File: src/rtl/stopwatch_pkg.sv
// Shared definitions for the stopwatch controller: FSM encoding, rate codes
// and the rate-to-divider reload mapping.
package stopwatch_pkg;

    typedef enum logic [1:0] {
        ST_IDLE  = 2'b00,
        ST_RUN   = 2'b01,
        ST_PAUSE = 2'b10,
        ST_HOLD  = 2'b11
    } sw_state_t;

    localparam logic [1:0] RATE_FAST = 2'b00;
    localparam logic [1:0] RATE_X1   = 2'b01;
    localparam logic [1:0] RATE_X2   = 2'b10;
    localparam logic [1:0] RATE_X4   = 2'b11;

    // Divider reload value (period - 1) for a given rate selection.
    function automatic logic [31:0] reload_value(input logic [1:0] rate_sel,
                                                 input logic [31:0] base_period);
        logic [31:0] period_v;
        case (rate_sel)
            RATE_FAST: period_v = 32'd1;
            RATE_X1:   period_v = base_period;
            RATE_X2:   period_v = base_period << 1;
            RATE_X4:   period_v = base_period << 2;
            default:   period_v = base_period;
        endcase
        return period_v - 32'd1;
    endfunction

endpackage

File: src/rtl/stopwatch_ctrl_button_edge.sv
// Button conditioner: 2-flop synchronizer and falling-edge detector that
// yields one single-cycle event per press of an active-low button.
module button_edge (
    input  logic clock,
    input  logic reset_n,
    input  logic button_n,
    output logic press
);

    logic sync1_r;
    logic sync2_r;
    logic prev_r;

    // Synchronizer and history flops idle high so reset exit never looks like a press.
    always_ff @(posedge clock) begin
        if (!reset_n) begin
            sync1_r <= 1'b1;
            sync2_r <= 1'b1;
            prev_r  <= 1'b1;
        end else begin
            sync1_r <= button_n;
            sync2_r <= sync1_r;
            prev_r  <= sync2_r;
        end
    end

    assign press = prev_r & ~sync2_r;

endmodule

File: src/rtl/stopwatch_ctrl.sv
// Stopwatch controller: start/stop, lap freeze and clear buttons driving a
// 4-bit count advanced by a programmable tick divider.
module stopwatch_ctrl
    import stopwatch_pkg::*;
#(
    parameter int unsigned BASE_PERIOD = 50000000
) (
    input  logic       clock,
    input  logic       reset_n,
    input  logic       go_n,
    input  logic       lap_n,
    input  logic       clear_n,
    input  logic [1:0] rate_sel,
    output logic [3:0] count,
    output logic [3:0] display,
    output logic       running,
    output logic       tick,
    output logic       wrap
);

    localparam logic [31:0] BASE_PERIOD_C = 32'(BASE_PERIOD);

    sw_state_t   state_r;
    sw_state_t   next_state_s;
    logic        go_s;
    logic        lap_s;
    logic        clear_s;
    logic [31:0] div_r;
    logic [31:0] reload_s;
    logic [3:0]  count_r;
    logic [3:0]  count_next_s;
    logic [3:0]  display_r;
    logic        tick_r;
    logic        wrap_r;
    logic        running_r;
    logic        active_s;
    logic        inc_s;

    button_edge u_go    (.clock(clock), .reset_n(reset_n), .button_n(go_n),    .press(go_s));
    button_edge u_lap   (.clock(clock), .reset_n(reset_n), .button_n(lap_n),   .press(lap_s));
    button_edge u_clear (.clock(clock), .reset_n(reset_n), .button_n(clear_n), .press(clear_s));

    assign reload_s = reload_value(rate_sel, BASE_PERIOD_C);

    // State register.
    always_ff @(posedge clock) begin
        if (!reset_n) begin
            state_r <= ST_IDLE;
        end else begin
            state_r <= next_state_s;
        end
    end

    // Next-state decode; clear outranks go, go outranks lap.
    always_comb begin
        next_state_s = state_r;
        if (clear_s) begin
            next_state_s = ST_IDLE;
        end else if (go_s) begin
            case (state_r)
                ST_IDLE:  next_state_s = ST_RUN;
                ST_RUN:   next_state_s = ST_PAUSE;
                ST_PAUSE: next_state_s = ST_RUN;
                ST_HOLD:  next_state_s = ST_PAUSE;
                default:  next_state_s = ST_IDLE;
            endcase
        end else if (lap_s) begin
            case (state_r)
                ST_RUN:  next_state_s = ST_HOLD;
                ST_HOLD: next_state_s = ST_RUN;
                default: next_state_s = state_r;
            endcase
        end else begin
            next_state_s = state_r;
        end
    end

    // Output decode: divider/count advance only while RUN or HOLD.
    always_comb begin
        active_s = 1'b0;
        case (state_r)
            ST_RUN, ST_HOLD: active_s = 1'b1;
            default:         active_s = 1'b0;
        endcase
        inc_s        = active_s && (div_r == 32'd0);
        count_next_s = inc_s ? (count_r + 4'd1) : count_r;
    end

    // Divider, count, lap display and registered status/pulse outputs.
    always_ff @(posedge clock) begin
        if (!reset_n || clear_s) begin
            div_r     <= reload_s;
            count_r   <= 4'd0;
            display_r <= 4'd0;
            tick_r    <= 1'b0;
            wrap_r    <= 1'b0;
            running_r <= 1'b0;
        end else begin
            // IDLE tracks rate_sel; otherwise rate_sel is only picked up on reload.
            if (state_r == ST_IDLE) begin
                div_r <= reload_s;
            end else if (active_s) begin
                div_r <= (div_r == 32'd0) ? reload_s : (div_r - 32'd1);
            end else begin
                div_r <= div_r;
            end
            count_r   <= count_next_s;
            tick_r    <= inc_s;
            wrap_r    <= inc_s && (count_r == 4'd15);
            running_r <= (next_state_s == ST_RUN) || (next_state_s == ST_HOLD);
            if (next_state_s == ST_HOLD) begin
                display_r <= (state_r == ST_HOLD) ? display_r : count_r;
            end else begin
                display_r <= count_next_s;
            end
        end
    end

    assign count   = count_r;
    assign display = display_r;
    assign running = running_r;
    assign tick    = tick_r;
    assign wrap    = wrap_r;

endmodule
File: config.mk
export PLATFORM = sky130hd
export DESIGN_NAME = stopwatch_ctrl
export DESIGN_NICKNAME = d
export VERILOG_FILES = /design/src/rtl/stopwatch_pkg.sv /design/src/rtl/stopwatch_ctrl_button_edge.sv /design/src/rtl/stopwatch_ctrl.sv
export SDC_FILE = /design/constraint.sdc
export NUM_CORES = 1
export LEC_CHECK = 0
export BUFFER_PORTS_ARGS = -buffer_cell sky130_fd_sc_hd__buf_4
export CAP_MARGIN = 20
export CORE_MARGIN = 4
export CORE_UTILIZATION = 55
export DETAILED_ROUTE_END_ITERATION = 12
export PLACE_DENSITY_LB_ADDON = 0.3
export REMOVE_ABC_BUFFERS = 1
export SYNTH_ARGS = -nofsm -noshare
export SYNTH_HDL_FRONTEND = slang
export SYNTH_SLANG_ARGS = --single-unit
File: constraint.sdc
create_clock -name clock -period 3.4 [get_ports clock]
set_input_delay 0.17 -clock clock [delete_from_list [all_inputs] [get_ports clock]]
set_output_delay 0.17 -clock clock [all_outputs]
set_load 0.02 [all_outputs]
* After elaboration in Yosys (flattened, before gate mapping)
Cells that the tools add are included.
Operators by class: add/sub/neg operators 3, equality and inequality tests 10, mux-type cells 14, bitwise operators 6, reductions and logical operators 11
Operators with widths (count):
- $mux W32 | 4
- $pmux W32 S4 | 1
- $sub A32 B1 Y32 const B | 2
- $logic_not A32 Y1 | 1
- $mux W4 | 3
- $eq A2 B2 Y1 const B | 5
- $pmux W2 S2 | 2
- $eq A2 B1 Y1 const B | 3
- $mux W2 | 3
- $add A4 B1 Y4 const B | 1
- $eq A4 B4 Y1 const B | 1
- $logic_not A2 Y1 | 2
- $reduce_or A2 Y1 | 2
- $and A1 B1 Y1 | 3
- $not A1 Y1 | 3
- $reduce_bool A3 Y1 | 1
- $logic_and A1 B1 Y1 | 2
- $logic_or A1 B1 Y1 | 2
- $ne A2 B2 Y1 const B | 1
- $logic_not A1 Y1 | 1
- $mux W1 | 1
Word-level totals: bits in registers 54, output and inout bits 11, logic and storage cells 60

* Logic depth before layout (Yosys ltp)
depth after elaboration 7, mapped depth 10, depth with buffers taken out 7

* By module
From an unflattened synthesis, not the netlist that was laid out.
Unflattened totals: cell total of the unflattened synthesis 266, area total of the unflattened synthesis 2837.7 um2
Modules (own cells, without submodules):
- stopwatch_ctrl | instances 1, cells each 245, area an instance 2582.5 um2, seq. area each 1221.2 um2
- button_edge | instances 3, cells each 7, area an instance 85.1 um2, seq. area each 60.1 um2

* Least setup slack after synthesis
OpenSTA, ideal clock, no wires.
kind register to register, start register div_r[26], end register div_r[7], data pin, setup time 0.262 ns, arrival 2.638 ns, required time 3.138 ns, setup slack 0.499 ns, cell stages (with the launch flop) 8, buffers on the path 2, period minus slack after synthesis 2.901 ns, cell sequence edfxtp_1 or4_4 or4_4 or4_1 buf_2 and2_1 clkbuf_1 mux2_1
On the way: longest elaborated chain between the ends 5
Ends and longest elaborated chain:
- start, declared | RTL line stopwatch_ctrl.sv:28 | logic [31:0] div_r;
- start signal, assigned | RTL line stopwatch_ctrl.sv:92 | div_r <= reload_s;
- start signal, assigned | RTL line stopwatch_ctrl.sv:101 | div_r <= reload_s;
- start signal, assigned | RTL line stopwatch_ctrl.sv:103 | div_r <= (div_r == 32'd0) ? reload_s : (div_r - 32'd1);
- $logic_not A32 Y1 | RTL line stopwatch_ctrl.sv:103
- $mux W32 | RTL line stopwatch_ctrl.sv:103
- $mux W32 | RTL line stopwatch_ctrl.sv:102 | end else if (active_s) begin
- $mux W32 | RTL line stopwatch_ctrl.sv:100 | if (state_r == ST_IDLE) begin
- $mux W32 | RTL line stopwatch_ctrl.sv:91 | if (!reset_n || clear_s) begin
Every way passes these cells. The select of a mux whose other input is x is not followed. A chain may end at the register's enable or synchronous reset.

* Worst setup path in the final report
start register div_r[26], end register div_r[1], data pin
Same word-level chain as after synthesis.

==> results.toml <==
[run_status]
outcome = "completed"

[sta]
layout_min_cycle_time_ps = 3030
hold_viol_final = 0
tightest_slew_ps = 701
fmax_ghz = 0.330
whs_ps = 38.7
max_slew_margin_pct = 53.1
slew_viol_final = 0
setup_tns_ps = 0
clock-skew-final_ps = 11.3
rsz0062_at_grt = "false"
period_share_pct = 89.2
worst_slack_ps = 367
setup_viol = 0

[clock_network]
cts_root_buf = "clkbuf_8"
clk_latency_ps = 310
cts_repair_resize_count = 0
h-tree-depth = 2
clock_sinks = 54
post-cts-setup-buffers = 0
clkSlewWorstSetupHoldPaths_ps = 100
cts_tree = "yes"
numCtsBuffers = 5
cts.path.max_buffers = 2
cts-hold-fix-buffers = 0

[power_and_ir_drop]
power_leakage_uw = 0.00110
total_switching_power_uw = 338
pwr-share-seq_pct = 56.4
ir_drop_v = 0.000280
pwr-share-comb_pct = 10.1
p_int_uw = 1060
power_density_nw_per_um2 = 441
swShare_pct = 24.2
power.share.clock_pct = 33.4

[logic_synthesis]
synth-edff-count = 32
syn_inst = 277
yosys_warnings = 0
synthTopCellsByArea = "edfxtp_1 34%, dfxtp_1 16%, a21oi_1 5.0%"
yosysTopAreaCell = "edfxtp_1"
synth_top_cell_area_share_pct = 34.0
async_flop_share_pct = 0
synth.distinct_cells = 41
avgSynthCellArea_um2 = 10.2
synth-seq-cells = 54
synth_ff_type = "edfxtp_1"
syn_area_um2 = 2830
yosysSeqAreaShare_pct = 49.6

[cells_and_area]
layout_commonest_cell = "edfxtp_1"
fin_nets = 315
ff_latch_area_um2 = 1400
insertedDiodeCount = 0
layout_common_cells = "32 x edfxtp_1, 28 x a21oi_1, 23 x nor2_1, 23 x buf_4, 22 x dfxtp_1"
nFillCells = 401
multi_input_area_um2 = 1350
stdcell_area_um2 = 3170
drive_gt1_share_pct = 12.8
syn2layout_area_growth_pct = 12.3

[floorplanning]
num_io_pins = 18
dieHeight_um = 79.7
die_area_um2 = 6350
rows = 25
initial_core_util_pct = 58.3
chipWidth_um = 79.7
coreArea_um2 = 4850

[placed_design]
preCtsSetupSlack_ps = 413
dp.final_hpwl_mm = 3.99
gp_congestion = 0.827
dpl_cell_area_um2 = 3040
io_buffers = 17

[flow_run]
cap_viol_max_count = 0

[detailed_routing]
drt-vias-per-instance = 5.98
dr.pass1.iters = 4
routedWlPerCell_um = 15.5
first_iter_violations = 178
finalWirelength_mm = 5.65
drc = 0
ant_nets = 0
vias = 2181

[global_route]
track_usage_pct = 19.8
antenna_found_initial = 0
grt_pass1_wl_mm = 9.80
grt_pass1_vias = 2095
grt-ovfl-total = 0
grt_start_max_net_pins = 33

[setup_path]
crit_path_end_kind = "register"
cp.required_ps = 3440
critical_path_class = "register to register"
critPathLaunchType = "register"
cp_max_fo = 8
crit_arrival_ps = 3070

[hold_path]
hp-class = "primary input to register"
registers in the layout, summed over array words and instances, names as in the netlist, 2 cells and up, named ones only:
signal,flops
div_r,31
count,4
display,4
state_r,2
cell type report:
cell class,instances,share of cell area (%)
tap,67,2.64
inverter,8,0.946
clock buffer,8,4.18
sequential,54,44.1
multi-input combinational,205,42.6
timing repair buffer,23,5.44
cells in the mapped netlist (3+ instances only):
cell type and n:
or4_4 3, ha_1 11, mux2i_1 3, nand4_1 3
dfxtp_1 22, or4_1 7, a31oi_1 7, nor2_1 23
a21oi_1 28, nand2_1 12, buf_2 3, nor3_1 9
and2_1 4, nand2b_1 12, nor4_1 10, xnor2_1 15
nand3_1 6, o31ai_1 5, clkbuf_1 5, o21ai_0 4
edfxtp_1 32, xor2_1 8, a211oi_1 5, inv_1 8
or3_1 11
critical path: stages (launching register included):
cell	delay, ps
edfxtp_1	440
or4_4	560
or4_4	450
or4_1	570
buf_4	190
a21boi_1	460
a21oi_1	80
layer usage:
metal | global-route usage, % | wire length (um) | vias to the layer above | part of all wire (%)
met5 | 0 | 0 | - | 0
met4 | 9.11 | 109 | 0 | 1.9
met3 | 3.84 | 273 | 12 | 4.8
met2 | 31.6 | 2670 | 63 | 47
met1 | 25.8 | 2590 | 1042 | 46
li1 | - | - | 1064 | -
final timing paths:
check	startpoint	end	slack, ps	cells past startpoint
min reg2reg	u_go.sync1_r$_SDFF_PN1_	u_go.sync2_r$_SDFF_PN1_	410	1
max reg2reg	div_r[26]$_DFFE_PP_	div_r[1]$_DFFE_PP_	370	6
min	go_n	u_go.sync1_r$_SDFF_PN1_	40	2
max	div_r[26]$_DFFE_PP_	div_r[1]$_DFFE_PP_	370	6
per-stage QoR:
| stage | power, uW | util [%] | instances |
|---|---|---|---|
| 2_1_floorplan | 896 | - | 267 |
| 3_3_place_gp | 937 | 62.7 | 357 |
| 3_5_place_dp | 944 | 62.7 | 357 |
| 4_1_cts | 1400 | 65.5 | 365 |
| 5_1_grt | 1460 | 65.5 | 365 |
| 6_report | 1400 | 65.5 | 365 |
power by group through the flow:
stage | clock, uW | sequential (uW) | combinational (uW)
global placement | 0 | 802 | 135
finish | 468 | 790 | 142
global route | 499 | 797 | 159
CTS | 474 | 789 | 141
floorplan | 0 | 794 | 102
detailed placement | 0 | 803 | 140
cell families after synthesis:
| family | count (synthesis) | synth area share (%) |
|---|---|---|
| flops | 54 | 49.6 |
| fa+ha+maj | 11 | 4.87 |
| simple gates | 105 | 20.5 |
| xor+xnor | 23 | 7.13 |
| mux | 6 | 2.26 |
| buf+inv | 18 | 2.52 |
| compound gates | 60 | 13.2 |
Note: power is estimated with default switching activity, not from simulation.
